==> src/rtl/seq_detect_1011.sv <==
// seq_detect_1011: serial pattern detector for 1,0,1,1 (first bit first), overlap allowed.
// Moore FSM with a sample history shift register and a saturating detection counter.
//
// Ports
//   clk    in   rising-edge clock for all state
//   rst_n  in   synchronous active-low reset
//   a      in   serial data bit, sampled when en=1
//   en     in   sample enable; when 0 the FSM and history hold
//   clr    in   synchronous clear of count/sat, independent of en
//   det    out  high while the FSM sits in S4 (registered)
//   state  out  current FSM state encoding
//   hist   out  last four sampled bits, newest in bit 0
//   count  out  saturating detection count
//   sat    out  high while count == 255 (registered)
//
// state | meaning
// S0    | idle, no progress
// S1    | seen "1"
// S2    | seen "10"
// S3    | seen "101"
// S4    | seen "1011" (detect)
module seq_detect_1011 (
   input  logic       clk,
   input  logic       rst_n,
   input  logic       a,
   input  logic       en,
   input  logic       clr,
   output logic       det,
   output logic [2:0] state,
   output logic [3:0] hist,
   output logic [7:0] count,
   output logic       sat
);

   typedef enum logic [2:0] {
      S0 = 3'd0,
      S1 = 3'd1,
      S2 = 3'd2,
      S3 = 3'd3,
      S4 = 3'd4
   } state_t;

   // Held as a plain vector so the unused encodings 5-7 are representable
   // and can be recovered from.
   logic [2:0] state_q, state_d;
   logic       det_q, det_d;
   logic [3:0] hist_q, hist_d;
   logic [7:0] count_q, count_d;
   logic       sat_q, sat_d;
   logic       hit;

   always_comb begin
      state_d = state_q;
      hist_d  = hist_q;
      count_d = count_q;
      hit     = 1'b0;

      if (state_q > S4) begin
         state_d = S0;
      end else if (en) begin
         case (state_q)
            S0:      state_d = a ? S1 : S0;
            S1:      state_d = a ? S1 : S2;
            S2:      state_d = a ? S3 : S0;
            S3:      state_d = a ? S4 : S2;
            S4:      state_d = a ? S1 : S2;
            default: state_d = S0;
         endcase
         hit = a && (state_q == S3);
      end

      if (en) begin
         hist_d = {hist_q[2:0], a};
      end

      if (clr) begin
         count_d = 8'd0;
      end else if (hit && (count_q != 8'hFF)) begin
         count_d = count_q + 8'd1;
      end

      // det and sat are registered copies of conditions on the next state,
      // so they line up with state/count in the same cycle.
      det_d = (state_d == S4);
      sat_d = (count_d == 8'hFF);
   end

   always_ff @(posedge clk) begin
      if (!rst_n) begin
         state_q <= S0;
         det_q   <= 1'b0;
         hist_q  <= 4'b0000;
         count_q <= 8'd0;
         sat_q   <= 1'b0;
      end else begin
         state_q <= state_d;
         det_q   <= det_d;
         hist_q  <= hist_d;
         count_q <= count_d;
         sat_q   <= sat_d;
      end
   end

   assign state = state_q;
   assign det   = det_q;
   assign hist  = hist_q;
   assign count = count_q;
   assign sat   = sat_q;

endmodule
==> config.mk <==
export PLATFORM = sky130hd
export DESIGN_NAME = seq_detect_1011
export DESIGN_NICKNAME = d
export VERILOG_FILES = /design/src/rtl/seq_detect_1011.sv
export SDC_FILE = /design/constraint.sdc
export NUM_CORES = 1
export LEC_CHECK = 0
export ABC_CLOCK_PERIOD_IN_PS = 1910
export CAP_MARGIN = 20
export CORE_MARGIN = 2
export CORE_UTILIZATION = 42
export CTS_CLUSTER_SIZE = 14
export DETAILED_ROUTE_END_ITERATION = 12
export PLACE_DENSITY = 0.77
export SLEW_MARGIN = 10
export SYNTH_ARGS = -nofsm -noshare
export SYNTH_HDL_FRONTEND = slang
export SYNTH_SLANG_ARGS = --single-unit
==> constraint.sdc <==
create_clock -name clk -period 1.91 [get_ports clk]
set_input_delay 0.382 -clock clk [delete_from_list [all_inputs] [get_ports clk]]
set_output_delay 0.382 -clock clk [all_outputs]
set_load 0.02 [all_outputs]
==> results of run 1 <==
cell usage in the layout (no fill, tap or decap), types with 2 or more instances in the layout:
cell type	count
clkbuf_4	3
a31oi_1	2
dfxtp_1	14
a21oi_1	3
mux2i_1	4
a211oi_1	2
nor3_1	4
nand3_1	2
dlygate4sd2_1	2
nand4_1	2
nand2_1	6
xor2_1	2
nor2_1	13
buf_4	12
clkdlybuf4s50_1	19
inv_1	6
nor2b_1	2
dfxtp_2	2
nand2b_1	2
synthesized netlist by cell type (all sizes together), types with 2 or more instances:
library cell / count / share of area
dfxtp: 17 / 0.39
a31oi: 2 / 0.014
inv: 6 / 0.026
nand4: 3 / 0.038
and2: 2 / 0.014
nor3: 4 / 0.023
a21oi: 3 / 0.017
nand2b: 2 / 0.014
a211oi: 2 / 0.017
nand3: 2 / 0.011
nor2: 13 / 0.055
mux2i: 4 / 0.045
buf: 3 / 0.031
nor2b: 2 / 0.014
nand2: 6 / 0.026
xor2: 2 / 0.020
cell type report:
class,instances,area [um2]
well taps,27,33.8
clock buffers,3,22.5
inverters,7,26.3
clock inverters,1,5.00
flip-flops and latches,17,347
fillers,188,734
multi-input cells,70,495
repair buffers,33,298
routing by layer:
| layer | share of wire | vias up |
|---|---|---|
| li1 | - | 421 |
| met3 | 0.056 | 7 |
| met4 | 0.024 | 0 |
| met2 | 0.50 | 38 |
| met1 | 0.42 | 392 |
| met5 | 0 | - |
flip-flops by register name (all words and copies together) (netlist names):
signal,flops
state,3
sat,1
det,1
hist,4
count,8
power by group through the flow:
stage               Combinational [mW]  Clock (mW)  Sequential (mW)
detailed placement              0.0514           0            0.372
floorplan                       0.0254           0            0.375
global placement                0.0497           0            0.371
CTS                             0.0509       0.204            0.364
global route                    0.0575       0.225            0.363
finish                          0.0538       0.201            0.362
per-stage QoR:
| step | utilization | setup TNS (ns) | cell area [um2] |
|---|---|---|---|
| final | 0.626 | 0 | 1230 |
| after detailed placement | 0.598 | -1.49 | 1170 |
| after floorplan | - | 0 | 886 |
| after global routing | 0.626 | 0 | 1230 |
| after CTS | 0.620 | 0 | 1220 |
| after global placement | 0.598 | -1.16 | 1170 |
worst min-delay path by stage:
| stage | to | slack, ns | cells after the start |
|---|---|---|---|
| after floorplan | count[7]$_SDFF_PN0_ | 0.46 | 1 |
| after global placement | hist[0]$_SDFFE_PN0P_ | 0.47 | 2 |
| after detailed placement | hist[0]$_SDFFE_PN0P_ | 0.48 | 2 |
| after CTS | hist[0]$_SDFFE_PN0P_ | 0.49 | 2 |
| after global routing | hist[0]$_SDFFE_PN0P_ | 0.53 | 2 |
| final | hist[0]$_SDFFE_PN0P_ | 0.49 | 2 |
what timing repair did:
item                                    in CTS  in global routing
resized for setup                            5                  2
pin swaps                                    3                  2
setup buffers                                1                  1
endpoints found under the setup margin       3                  1
worst min-delay path, cell delays in order (launching register included):
cell      delay, ns
dfxtp_1        0.33
nand2b_1       0.07
a21oi_1        0.06
cells by family after synthesis:
kind of cell             Yosys count  synth area share
AND/OR/NAND/NOR                   40             0.261
AO/OA/AOI/OAI                     20             0.173
flip-flops                        17             0.386
buffers and inverters             11            0.0653
multiplexers                       5            0.0582
XOR/XNOR                           3            0.0298
adder cells (fa/ha/maj)            2            0.0256
==> results by group, run 1 <==
Status
  – Status: finished, final reports clean

Pwr
  – PD cells: 503 mW/mm2
  – Register share of total power: 0.586
  – Total Power: 0.617 mW
  – Comb pwr share: 0.087
  – Switching power: 0.154 mW
  – Cell internal pwr: 0.463 mW
  – Clk pwr share: 0.326
  – Static leakage: 0.448 nW
  – Worst vdd ir: 0.000350 V
  – Sw Ratio: 0.250

Timing
  – Actual slew at the worst max-slew pin: 0.353 ns
  – Worst rel slew slack: 0.762
  – Final Hold Viols: 0
  – Max-slew violations: 0
  – Final Critical Period: 1.84 ns
  – Final setup vio count: 0
  – Peak Freq: 0.544 GHz
  – Fin Clk Skew: 0.00450 ns
  – Final period util: 0.963
  – Hold Slack: 0.491 ns
  – Unrepaired setup endpoints after global routing: false
  – Final WS setup: 0.0714 ns

Clocking
  – Clk_lat worst skew: 0.30 ns
  – CTS sink count: 17
  – CTS clock-pin slew for the worst setup and hold paths: 0.10 ns
  – # hold bufs at CTS: 0
  – Number of buffers created by CTS: 3
  – CTS H-Tree Depth: 1
  – CTS tree: done
  – Max Buffers Root-to-Sink: 2
  – Root Buffer: clkbuf_4

Worst setup path
  – CP Class: flip-flop to output port
  – Worst Setup SP: count[2]$_SDFF_PN0_
  – Critical Path RT: 1.53 ns
  – Stages on the worst setup path: 1
  – Top Family by Delay on Critical Path: buffers and inverters
  – Crit path cell chain: clkdlybuf4s50_1
  – Worst-path fanout max: 6
  – Worst path slowest cell: clkdlybuf4s50_1
  – Worst Path Arrival: 1.46 ns
  – Reg2reg setup slack: 0.10 ns
  – Worst path max stage delay: 0.66 ns
  – Critical path endpoint category: output port
  – Worst reg-to-reg path cell count: 5
  – R2R Path End: sat$_SDFF_PN0_
  – Crit path to: count[2]
  – Crit path buf inv count: 1
  – Critical Path Source Type: flip-flop
  – Critical R2R Launch: state[2]$_SDFF_PN0_

GRT
  – Overall Global Routing Usage: 0.182
  – Met3 Use GR: 0.0303
  – First-pass GRT wire length: 3380 um
  – Largest net degree at the start of global routing: 11
  – Vias in the first global route: 800
  – Top Usage Layer GRT: met2
  – Total grt overflow: 0
  – Met1 usage: 0.206
  – Global-route track usage on met2: 0.333
  – Initial antenna violation count: 0

Yosys
  – Warnings from Yosys: 0
  – Ys async rst share: 0
  – Post-Syn Area: 881 um2
  – Cells after Synth: 98
  – Mapped Nets: 104
  – Ys flop type: dfxtp_1
  – #FFs+latches synth: 17
  – Synth cell types: 43
  – Syn_area_per_cell: 8.99 um2
  – Sequential element share of the synthesized area: 0.386
  – Post-synth EDFFs: 0

Layout
  – Layout cell share with drive strength beyond 1: 0.221
  – Final net count: 138
  – Diode count: 0
  – Post-route insts no fill: 158
  – P&R area growth vs syn: 39.3%

Detailed routing
  – Initial drt markers: 24
  – Final wirelength: 2130 um
  – WL/cell: 13.5 um
  – Post-DR vias/cell: 5.43
  – DRT Pass-1 Iters: 4
  – Via count: 858
  – Routed Antenna Nets: 0
  – # DRC: 0

Placement
  – Buffers on Ports: 21
  – Detailed placement HPWL: 1530 um
  – Setup slack at placement: -0.451 ns
  – Placer Congestion: 0.827
  – # placed instances: 152

Die
  – Initial Util: 0.449
  – FP Rows: 16
  – IO Pins: 22
  – CORE AREA: 0.00196 mm2
  – Die W: 49.8 um
  – Die Footprint: 0.00248 mm2
  – Die H: 49.8 um

Hold path
  – Hold Crit Start: hist[0]$_SDFFE_PN0P_
  – Tightest Hold Check Type: flip-flop to flip-flop

Job
  – Max cap viols: 0
No activity file was read; power rests on OpenSTA's default activity.
==> run 2, diff against run 1 <==
CORE_UTILIZATION = 35   (was 42)
PLACE_DENSITY = 0.66   (was 0.77)
==> run 2 against run 1 <==
  * Clock skew is 0.0035 ns lower
  * Sequential share of layout area shrank 0.21 points
  * Largest power group unchanged
  * Die area up 18%
  * Critical endpoint unchanged
==> results by group, run 2 (synthesized netlist as in run 1, its figures left out) <==
Status
  – Status: finished, final reports clean

Hold path
  – Hold Crit Start: hist[0]$_SDFFE_PN0P_
  – WHS Endpoint: hist[0]$_SDFFE_PN0P_
  – Tightest Hold Check Type: flip-flop to flip-flop
  – Hold Crit Depth: 2 (unchanged)

Timing
  – Final setup vio count: 0 (unchanged)
  – Peak Freq: 0.553 GHz (+1.8%)
  – Fin Clk Skew: 0.00104 ns (-0.00346 ns)
  – Final Hold Viols: 0 (unchanged)
  – Final period util: 0.946 (-0.0166)
  – Worst rel slew slack: 0.692 (-0.0703)
  – Final WS setup: 0.103 ns (+0.0317 ns)
  – Actual slew at the worst max-slew pin: 0.457 ns (+0.103 ns)
  – Unrepaired setup endpoints after global routing: false
  – Final Critical Period: 1.81 ns (-0.0317 ns)
  – Max-slew violations: 0 (unchanged)

Layout
  – Max reg flops: 8 (unchanged)
  – Fill cells: 253 (+35%)
  – Final net count: 139 (+0.72%)
  – Layout cell share with drive strength beyond 1: 0.235 (+0.0135)
  – Final Cell Area: 0.00124 mm2 (+1.1%)
  – Commonest non-fill, non-tap cell in the layout: clkdlybuf4s50_1
  – Diode count: 0 (unchanged)
  – P&R area growth vs syn: 40.9%
  – Most frequent cells in the layout: clkdlybuf4s50_1 (19), nor2_1 (13), dfxtp_1 (13), buf_4 (13)

Die
  – Die Footprint: 0.00293 mm2 (+18%)
  – IO Pins: 22 (unchanged)
  – FP Rows: 18 (+2)
  – Die H: 54.2 um (+8.8%)
  – CORE AREA: 0.00243 mm2 (+24%)
  – Die W: 54.2 um (+8.8%)
  – Initial Util: 0.362 (-0.0868)

Clocking
  – # hold bufs at CTS: 0 (unchanged)
  – CTS H-Tree Depth: 1 (unchanged)
  – Max Buffers Root-to-Sink: 2 (unchanged)
  – Number of buffers created by CTS: 3 (unchanged)
  – CTS tree: done
  – Clk_lat worst skew: 0.29 ns (about the same)
  – CTS sink count: 17 (unchanged)
  – CTS clock-pin slew for the worst setup and hold paths: 0.10 ns (about the same)
  – Root Buffer: clkbuf_4

Pwr
  – Static leakage: 0.456 nW (+1.6%)
  – Sw Ratio: 0.237 (-0.0126)
  – Switching power: 0.144 mW (-6.6%)
  – Clk pwr share: 0.315 (-0.011)
  – PD cells: 489 mW/mm2 (-2.7%)
  – Cell internal pwr: 0.463 mW (about the same)
  – Comb pwr share: 0.090 (+0.003)
  – Register share of total power: 0.595 (+0.009)
  – Worst vdd ir: 0.000235 V (-33%)

GRT
  – Overall Global Routing Usage: 0.167 (-0.0150)
  – Initial antenna violation count: 0 (unchanged)
  – First-pass GRT wire length: 3480 um (+3.0%)
  – Total grt overflow: 0 (unchanged)
  – Largest net degree at the start of global routing: 11 (unchanged)
  – Vias in the first global route: 792 (-1.0%)

Worst setup path
  – Worst Path Arrival: 1.42 ns (-0.04 ns)
  – Worst reg-to-reg path cell count: 5 (unchanged)
  – Critical R2R Launch: state[2]$_SDFF_PN0_
  – Critical Path Source Type: flip-flop
  – R2R Path End: sat$_SDFF_PN0_
  – Reg2reg setup slack: 0.11 ns (about the same)
  – Critical path endpoint category: output port
  – Worst path slowest cell: clkdlybuf4s50_1
  – Worst-path fanout max: 6 (unchanged)
  – CP Class: flip-flop to output port
  – Crit path cell chain: clkdlybuf4s50_1
  – Critical Path RT: 1.53 ns (about the same)
  – Worst path max stage delay: 0.66 ns (about the same)
  – Top Family by Delay on Critical Path: buffers and inverters
  – Crit path buf inv count: 1 (unchanged)

Detailed routing
  – Post-DR vias/cell: 5.31 (-2.2%)
  – Final wirelength: 2160 um (+1.2%)
  – WL/cell: 13.3 um (-1.3%)
  – Initial drt markers: 29 (+21%)
  – DRT Pass-1 Iters: 4 (unchanged)
  – Routed Antenna Nets: 0 (unchanged)
  – # DRC: 0 (unchanged)
  – Via count: 860 (+0.23%)

Placement
  – Detailed placement HPWL: 1520 um (-0.69%)
  – Buffers on Ports: 21 (unchanged)
  – Setup slack at placement: -0.430 ns (+0.0206 ns)
  – Placer Congestion: 0.784 (-5.3%)
  – Placed Area: 0.00118 mm2 (+0.32%)

Job
  – Max cap viols: 0 (unchanged)
## run 2: cell count changes in the layout (fill, tap and decap cells not counted)
cell / before / now
nor3b_2: 0 / 1
and2_2: 1 / 0
dfxtp_1: 14 / 13
or3b_4: 0 / 1
o41ai_2: 1 / 0
and2_4: 0 / 1
buf_4: 12 / 13
nor3b_1: 1 / 0
or3b_2: 1 / 0
dfxtp_2: 2 / 3
o41ai_1: 0 / 1
## run 2: power groups by stage
stage	clock (mW)	combinational, mW	sequential (mW)
final	0.191	0.0547	0.361
after global routing	0.219	0.0600	0.362
after CTS	0.204	0.0550	0.362
after detailed placement	0	0.0517	0.372
after global placement	0	0.0505	0.371
after floorplan	0	0.0254	0.375
## run 2: area by class of cell
type | instances | area, um2 | area share
multi-input combinational | 70 | 497 | 0.400
timing repair buffer | 34 | 305 | 0.246
sequential | 17 | 348 | 0.280
tap | 30 | 37.5 | 0.0302
inverter | 7 | 26.3 | 0.0212
clock buffer | 3 | 22.5 | 0.0181
clock inverter | 1 | 5.00 | 0.00403
## run 2: through the flow
step | utilization | total power, mW | TNS (ns) | hold WS [ns] | cells
floorplan | - | 0.400 | 0 | 0.460 | 98
global placement | 0.484 | 0.422 | -1.25 | 0.478 | 155
detailed placement | 0.484 | 0.424 | -1.69 | 0.493 | 155
CTS | 0.509 | 0.620 | -0.0347 | 0.511 | 162
global route | 0.510 | 0.641 | 0 | 0.537 | 162
finish | 0.510 | 0.607 | 0 | 0.503 | 162
## run 2: worst max-delay path by stage
stage	cells past startpoint	startpoint	slack, ns	end
after floorplan	6	count[1]$_SDFF_PN0_	0.01	sat$_SDFF_PN0_
after global placement	6	en	-0.33	sat$_SDFF_PN0_
after detailed placement	6	en	-0.43	sat$_SDFF_PN0_
after CTS	5	state[2]$_SDFF_PN0_	-0.03	sat$_SDFF_PN0_
after global routing	6	count[0]$_SDFF_PN0_	0.01	sat$_SDFF_PN0_
final	1	count[2]$_SDFF_PN0_	0.10	count[2]
## run 2: timing repair
action | 4_1_cts | 5_1_grt
resized for setup | 7 | 2
setup endpoints to repair | 2 | 1
pin swaps | 4 | 2
buffers inserted | 3 | 0
## run 2: per-layer routing
| metal | up-vias | global-route usage | part of all wire |
|---|---|---|---|
| met4 | 0 | 0.0625 | 0.011 |
| met5 | - | 0 | 0 |
| met1 | 401 | 0.215 | 0.44 |
| met2 | 32 | 0.279 | 0.50 |
| li1 | 423 | - | - |
| met3 | 4 | 0.0250 | 0.049 |
==> run 3, diff against run 2 <==
ABC_CLOCK_PERIOD_IN_PS = not set   (was 1910)
==> results of run 3 <==
No change in the layout: final DEF, timing and power equal those of run 2.
